==> src/rtl/cam_pkg.sv <==
// cam_pkg: shared state encoding and default geometry for the camera frame sequencer
package cam_pkg;
   localparam int CNT_W_DEF   = 12;
   localparam int H_WORDS_DEF = 320;
   localparam int V_LINES_DEF = 240;
   typedef enum logic [1:0] {IDLE, ARM, CAPTURE, DONE} state_t;
endpackage

==> src/rtl/cam_sync_edge.sv <==
// cam_sync_edge: registers a raw camera strobe and flags level changes, polarity-normalised
module cam_sync_edge
   import cam_pkg::*;
#(
   parameter bit POL = 1'b1
) (
   input  logic clk,
   input  logic reset,
   input  logic d,
   output logic act,
   output logic chg
);
   logic q, q_d;
   always_ff @(posedge clk or posedge reset)
      if (reset) begin
         q   <= 1'b0;
         q_d <= 1'b0;
      end else begin
         q   <= d;
         q_d <= q;
      end
   assign act = q == POL;
   assign chg = q != q_d;
endmodule

==> src/rtl/cam_frame_seq.sv <==
// cam_frame_seq: gates whole camera frames into the FIFO and reports per-frame geometry/drop status
module cam_frame_seq
   import cam_pkg::*;
#(
   parameter int H_WORDS   = H_WORDS_DEF,
   parameter int V_LINES   = V_LINES_DEF,
   parameter bit VSYNC_POL = 1'b1,
   parameter int CNT_W     = CNT_W_DEF
) (
   input  logic             clk,
   input  logic             reset,
   input  logic             vsync,
   input  logic             href,
   input  logic             pix_valid,
   input  logic             capture_req,
   input  logic             cont_en,
   input  logic             abort,
   input  logic             fifo_full,
   output logic             fifo_wr_en,
   output logic             frame_active,
   output logic             frame_done,
   output logic             frame_bad,
   output logic             err_sticky,
   output logic [CNT_W-1:0] line_cnt,
   output logic [CNT_W-1:0] drop_cnt
);
   state_t state;
   logic [CNT_W-1:0] word_cnt, w_nxt, l_nxt;
   logic v_act, v_chg, h_act, h_chg;
   logic vs_start, vs_end, h_fall, drop, bad, bad_nxt;

   cam_sync_edge #(.POL(VSYNC_POL)) u_vs (.clk(clk), .reset(reset), .d(vsync), .act(v_act), .chg(v_chg));
   cam_sync_edge #(.POL(1'b1))      u_hs (.clk(clk), .reset(reset), .d(href),  .act(h_act), .chg(h_chg));

   assign vs_start     = v_chg & ~v_act;
   assign vs_end       = v_chg & v_act;
   assign h_fall       = h_chg & ~h_act;
   assign frame_active = state == CAPTURE;
   assign fifo_wr_en   = pix_valid & frame_active & ~fifo_full;
   assign drop         = pix_valid & fifo_full;
   assign w_nxt        = word_cnt + CNT_W'(pix_valid);
   // line total must include a line closing in the same cycle as vsync
   assign l_nxt        = line_cnt + CNT_W'(h_fall && line_cnt != '1);
   assign bad_nxt      = bad | drop | (h_fall && w_nxt != CNT_W'(H_WORDS))
                       | (vs_end && l_nxt != CNT_W'(V_LINES));

   always_ff @(posedge clk or posedge reset)
      if (reset) begin
         state      <= IDLE;
         word_cnt   <= '0;
         line_cnt   <= '0;
         drop_cnt   <= '0;
         bad        <= 1'b0;
         frame_done <= 1'b0;
         frame_bad  <= 1'b0;
         err_sticky <= 1'b0;
      end else begin
         frame_done <= 1'b0;
         frame_bad  <= 1'b0;
         if (capture_req) err_sticky <= 1'b0;
         if (abort) state <= IDLE;
         else case (state)
            IDLE: if (capture_req) state <= ARM;
            ARM: if (vs_start) begin
               state    <= CAPTURE;
               word_cnt <= '0;
               line_cnt <= '0;
               drop_cnt <= '0;
               bad      <= 1'b0;
            end
            CAPTURE: begin
               word_cnt <= h_fall ? '0 : w_nxt;
               line_cnt <= l_nxt;
               drop_cnt <= drop_cnt + CNT_W'(drop && drop_cnt != '1);
               bad      <= bad_nxt;
               if (vs_end) begin
                  state      <= DONE;
                  frame_done <= 1'b1;
                  frame_bad  <= bad_nxt;
                  if (bad_nxt) err_sticky <= 1'b1;
               end
            end
            default: state <= cont_en ? ARM : IDLE;
         endcase
      end
endmodule

==> config.mk <==
export PLATFORM = sky130hd
export DESIGN_NAME = cam_frame_seq
export DESIGN_NICKNAME = d
export VERILOG_FILES = /design/src/rtl/cam_pkg.sv /design/src/rtl/cam_sync_edge.sv /design/src/rtl/cam_frame_seq.sv
export SDC_FILE = /design/constraint.sdc
export NUM_CORES = 1
export LEC_CHECK = 0
export BUFFER_PORTS_ARGS = -buffer_cell sky130_fd_sc_hd__buf_2
export CAP_MARGIN = 20
export CORE_UTILIZATION = 52
export DETAILED_ROUTE_END_ITERATION = 16
export GPL_ROUTABILITY_DRIVEN = 0
export HOLD_SLACK_MARGIN = 0.12
export PLACE_DENSITY = 0.78
export SLEW_MARGIN = 20
export SYNTH_ARGS = -nofsm -noshare
export SYNTH_HDL_FRONTEND = slang
export SYNTH_SLANG_ARGS = --single-unit
==> constraint.sdc <==
create_clock -name clk -period 2.8 [get_ports clk]
set_input_delay 0.7 -clock clk [delete_from_list [all_inputs] [get_ports clk]]
set_output_delay 0.7 -clock clk [all_outputs]
set_load 0.02 [all_outputs]
# Yosys cells after proc, flatten, opt, wreduce, memory -nomap -nowiden
# Index checks and enable logic that the tools add are counted.
# totals
out_inout_bits	29
wordCells	72
regBits	46
input_bits	9
# op_classes
muxes	24
reduce_logical	8
n_eq_ne	12
n_addsub	3
n_bitwise	13
# op_table
cell	count
one-hot mux 12 bit (2 select lines)	3
adder 12 x 1 -> 12 bit	3
2-to-1 mux 12 bit	2
inequality test 12 bit (second input constant)	2
2-to-1 mux 1 bit	13
inequality test 12 x 8 -> 1 bit (second input constant)	1
inequality test 12 x 9 -> 1 bit (second input constant)	1
2-to-1 mux 2 bit	4
AND 1 bit	6
inequality test 3 bit (second input constant)	2
one-hot mux 2 bit (3 select lines)	1
AND reduction 3 bit	2
logical AND 1 bit	4
inverter 1 bit	4
inequality test 3 x 2 -> 1 bit (second input constant)	1
bitwise OR 1 bit	3
== test 2 x 1 -> 1 bit (second input constant)	1
== test 2 bit (second input constant)	1
logical NOT 2 bit	1
inequality test 1 bit	2
inequality test 2 bit (second input constant)	1
one-hot mux 1 bit (2 select lines)	1
nonzero test 2 bit	1

# Depth between registers and ports, before layout
# logic_depth
depth_word	11
mapped_depth	12
ltp_nobuf	10

# Modules after synthesis
# Synthesis repeated with hierarchy kept, for this count alone.
# unflattened
cells_unflattened	322
hier_area_um2	2839.0
# modules_own_cells
mod	instances	seq_area_each_um2	cells_per_inst	area_per_inst_um2
cam_frame_seq	1	1051.0	314	2713.9
cam_sync_edge	2	50.0	4	62.6

# Worst setup path before layout
# No wires, ideal clock.
# synth_path
kind	input to register
from	input port pix_valid
to	register err_sticky
arrival_time_ps	2766
setup_slack_ps	-110
n_path_buf	1
setup_ps	145
required_ps	2655
path_stages	9
path_cell_list	ha_1 ha_1 clkbuf_1 nand2_1 nor4_1 mux2_2 o211a_1 a2111oi_2 o22ai_1
# synth_via
elab_chain_len	9
elab_cells_between_ends	11
classes_between	1 x add/sub; 1 x eq/ne; 4 x mux; 4 x bitwise; 1 x reduce/logical
# synth_lines
item	line	text
from (decl)	cam_frame_seq.sv:14	input logic pix_valid,
adder 12 x 1 -> 12 bit	cam_frame_seq.sv:41	assign w_nxt = word_cnt + CNT_W'(pix_valid);
inequality test 12 x 9 -> 1 bit	cam_frame_seq.sv:44	assign bad_nxt = bad | drop | (h_fall && w_nxt != CNT_W'(H_WORDS))
logical AND 1 bit	cam_frame_seq.sv:44	
bitwise OR 1 bit (*)	cam_frame_seq.sv:44	
bitwise OR 1 bit (*)	cam_frame_seq.sv:45	| (vs_end && l_nxt != CNT_W'(V_LINES));
2-to-1 mux 1 bit (*)	cam_frame_seq.sv:80	if (bad_nxt) err_sticky <= 1'b1;
2-to-1 mux 1 bit (*)	cam_frame_seq.sv:76	if (vs_end) begin
2-to-1 mux 1 bit (*)	cam_frame_seq.sv:62	else case (state)
2-to-1 mux 1 bit (*)	cam_frame_seq.sv:61	if (abort) state <= IDLE;
to (signal assigned)	cam_frame_seq.sv:56	err_sticky <= 1'b0;
to (signal assigned)	cam_frame_seq.sv:60	if (capture_req) err_sticky <= 1'b0;
to (signal assigned)	cam_frame_seq.sv:80	
to (decl)	cam_frame_seq.sv:23	output logic err_sticky,
# Every way passes the cells marked *; elsewhere a longest branch is shown, timed or not.
# A chain may end at the register's enable or synchronous reset.

# Worst setup path after layout
# layout_path
from	register line_cnt[6]
to	register err_sticky
# layout_via
elab_chain_len	10
# layout_lines
item	line	text
from (decl)	cam_frame_seq.sv:24	output logic [CNT_W-1:0] line_cnt,
from (signal assigned)	cam_frame_seq.sv:73	line_cnt <= l_nxt;
inequality test 12 bit	cam_frame_seq.sv:43	assign l_nxt = line_cnt + CNT_W'(h_fall && line_cnt != '1);
logical AND 1 bit	cam_frame_seq.sv:43	
adder 12 x 1 -> 12 bit (*)	cam_frame_seq.sv:43	
inequality test 12 x 8 -> 1 bit (*)	cam_frame_seq.sv:45	
logical AND 1 bit (*)	cam_frame_seq.sv:45	
bitwise OR 1 bit (*)	cam_frame_seq.sv:45	
2-to-1 mux 1 bit (*)	cam_frame_seq.sv:80	
2-to-1 mux 1 bit (*)	cam_frame_seq.sv:76	
2-to-1 mux 1 bit (*)	cam_frame_seq.sv:62	
2-to-1 mux 1 bit (*)	cam_frame_seq.sv:61	
# Marks and branches as above.

==> flow_summary_export.csv <==
group,metric,value,unit
route,viasPerCell,5.93,
timing,finalHoldViolCount,0,
cts,cts_num_sinks,46,
floorplan,die_area,5880,um^2
route,wl_per_cell,15.2,um
final_layout,final_core_util,65.2,%
power,p_leak,1.58,nW
grt,grt_pass1_wl,12.2,mm
timing,timing.fmax,0.380,GHz
synthesis,async_flop_share,100,%
min_path,min-delay-path-class,"input pin to async pin",
route,drt_pass1_iterations,6,
final_layout,nNetsFinal,415,
synthesis,synth_edf_count,0,
route,drc,0,
setup_path,start_kind,"flop",
synthesis,synthCells,348,
timing,slew_headroom,68.5,%
synthesis,synth-seq-area-share,39.7,%
synthesis,yosysWarnings,0,
setup_path,crit_fanout,10,
synthesis,yosys_register_bits,46,
cts,cts_tree,"done",
timing,finalCriticalPeriod,2630,ps
synthesis,syn-mean-instance-area,8.33,um^2
placed_design,post-place-ws,23.6,ps
grt,globalRouteTotalUtil,25.6,%
synthesis,syn_area,2900,um^2
setup_path,cp_slowest_stage_delay,450,ps
placed_design,port_buffers,37,
power,ir_drop,0.000392,V
grt,grt_overflow,0,
synthesis,synth_top_area_share,39.7,%
cts,cts_buffers,5,
setup_path,cpMostUsedCell,"a31oi_1",
timing,setup_slack,170,ps
setup_path,cp.required,2970,ps
floorplan,die_w,76.7,um
timing,finalMaxSlewViolations,0,
synthesis,yosysTopAreaCell,"dfrtp_1",
setup_path,slowest_stage,"dfrtp_1",
timing,setup_viol,0,
setup_path,crit_chain,"nand4_2 -> nor3_1 -> a31oi_1 -> ha_2 -> nand3_1 -> or3_1 -> xor2_1 -> a31oi_1 -> a2111oi_4 -> o22ai_1",
cts,ctsHoldBuffers,0,
synthesis,synth.distinct_cells,52,
final_layout,n_antenna_cell,0,
setup_path,endpoint_kind,"flop",
synthesis,yosysMostFrequentCell,"nand2_1",
setup_path,path_buf_inv,0,
job,drv_cap,0,
timing,fin_skew,10.7,ps
status,status,"finished clean",
grt,antenna_found_initial,0,
timing,setup_tns,0,ps
timing,post-route-period-util,93.9,%
setup_path,criticalPathCategory,"flop to flop",
cts,clk_pin_slew,90,ps
floorplan,dieHeight,76.7,um
setup_path,worst_ep_arrival_time,2800,ps
timing,worst_pin_slew,471,ps
synthesis,synthTopCellsByArea,"dfrtp_1 (40%), nand2_1 (6.3%), o21ai_0 (6.0%), ha_1 (4.3%), nand3_1 (4.3%)",
setup_path,critPathTopFamily,"compound AO/OA/AOI/OAI gates",
synthesis,ys.flop_type,"dfrtp_1",
cts,cts.path.max_buffers,2,
floorplan,start_util,55.4,%
power,p_per_area,582,nW/um^2
timing,rsz0062_at_grt,"false",
final_layout,area_growth,17.8,%
synthesis,synth_common_cells,"nand2_1 (49), dfrtp_1 (46), o21ai_0 (35)",
floorplan,io_pins,38,
floorplan,num_rows,26,
cts,cts_root_buf,"clkbuf_8",
cts,clk_latency,300,ps
route,drt_iter0_drc,231,
final_layout,final_layout_size_suffix_gt1_share,22.4,%
grt,grt_max_degree,26,
floorplan,core,5240,um^2
placed_design,dpl.hpwl,5.09,mm
route,vias,2771,
route,ant_nets,0,
route,totalWireLength,7.11,mm
synthesis,synth_nets,367,
grt,grt_pass1_vias,2561,
cts,htreeDepth,2,
==> worst reg2reg max path: cells and delay by family (launching register included) <==
kind	cells	cell delay, ps
and+or+nand+nor	4	770
AOI/OAI and AO/OA	4	770
xor gates and xnor gates	1	170
DFF	1	450
adders and majority gates	1	340
==> logic make-up (layout without fill, tap and decap cells) <==
family | after synthesis | in the layout | share of synthesized area, %
XOR/XNOR | 1 | 1 | 0.302
AND/OR/NAND/NOR | 150 | 150 | 26.7
multiplexers | 6 | 6 | 2.11
AO/OA/AOI/OAI | 95 | 95 | 20.9
buffers and inverters | 40 | 89 | 5.95
adder cells (fa/ha/maj) | 10 | 10 | 4.31
flip-flops | 46 | 46 | 39.7
==> final timing paths <==
path                       cells after the start  slack (ps)     endpoint         from
min in group clk                               0         380     u_hs.q_d     u_hs.act
hold / removal                                 2         330  word_cnt[1]        reset
hold reg to reg                                0         380     u_hs.q_d     u_hs.act
max in group asynchronous                      3        1890   err_sticky        reset
setup reg to reg                              10         170   err_sticky  line_cnt[6]
setup / recovery                              10         170   err_sticky  line_cnt[6]
==> layout by cell type, fill, tap and decap left out, types with 4 or more instances in the layout <==
| master | count |
|---|---|
| nand2b_1 | 7 |
| a31oi_1 | 6 |
| buf_4 | 28 |
| nand4_1 | 7 |
| inv_1 | 15 |
| ha_1 | 7 |
| o21ai_0 | 35 |
| nand2_1 | 49 |
| dfrtp_1 | 46 |
| mux2i_1 | 5 |
| nor3_1 | 10 |
| and3_1 | 5 |
| a21oi_1 | 15 |
| buf_2 | 37 |
| nand3_1 | 25 |
| nor2_1 | 19 |
| o31ai_1 | 9 |
| a21o_1 | 6 |
| a22o_1 | 6 |
| clkbuf_8 | 5 |
| or3_1 | 4 |
==> flip-flops by register name, summed over array words and instances, names as in the netlist, 2 cells and up <==
name      flops
drop_cnt     12
state         2
word_cnt     12
line_cnt     12
==> layout make-up <==
type | count | area, um^2
multi-input cells | 262 | 1610
well taps | 70 | 87.6
fillers | 451 | 1820
flip-flops and latches | 46 | 1150
clock inverters | 3 | 45.0
repair buffers | 65 | 395
clock buffers | 5 | 68.8
inverters | 16 | 60.1
==> metal layers <==
metal  routed length, um  vias to the layer above  track usage, %  part of all wire, %
met3                 344                       11            3.57                  4.8
met1                3190                     1316            34.2                   45
met2                3450                       88            42.5                   48
met4                 125                        0            8.46                  1.8
li1                    -                     1356               -                    -
met5                   0                        -               0                    0
==> per-stage QoR <==
| step | cell area (um^2) | hold slack (ps) | cells | power [mW] |
|---|---|---|---|---|
| after global placement | 3290 | 355 | 459 | 1.47 |
| final | 3420 | 333 | 467 | 1.99 |
| after detailed placement | 3290 | 366 | 459 | 1.49 |
| after floorplan | 2930 | 346 | 348 | 1.26 |
| after CTS | 3410 | 333 | 467 | 1.99 |
| after global routing | 3420 | 342 | 467 | 2.12 |
==> power by group <==
part | switching (mW) | leakage (nW) | internal (mW) | total (mW)
clock network | 0.235 | 0.0504 | 0.266 | 0.501
logic | 0.443 | 0.898 | 0.238 | 0.681
registers | 0.0787 | 0.631 | 0.730 | 0.809
total | 0.757 | 1.58 | 1.23 | 1.99
==> repair_timing <==
item                       in CTS  in global routing
buffers inserted                0                  0
resized for setup               0                  3
setup endpoints to repair       0                  3
(Power assumes the default switching activity.)
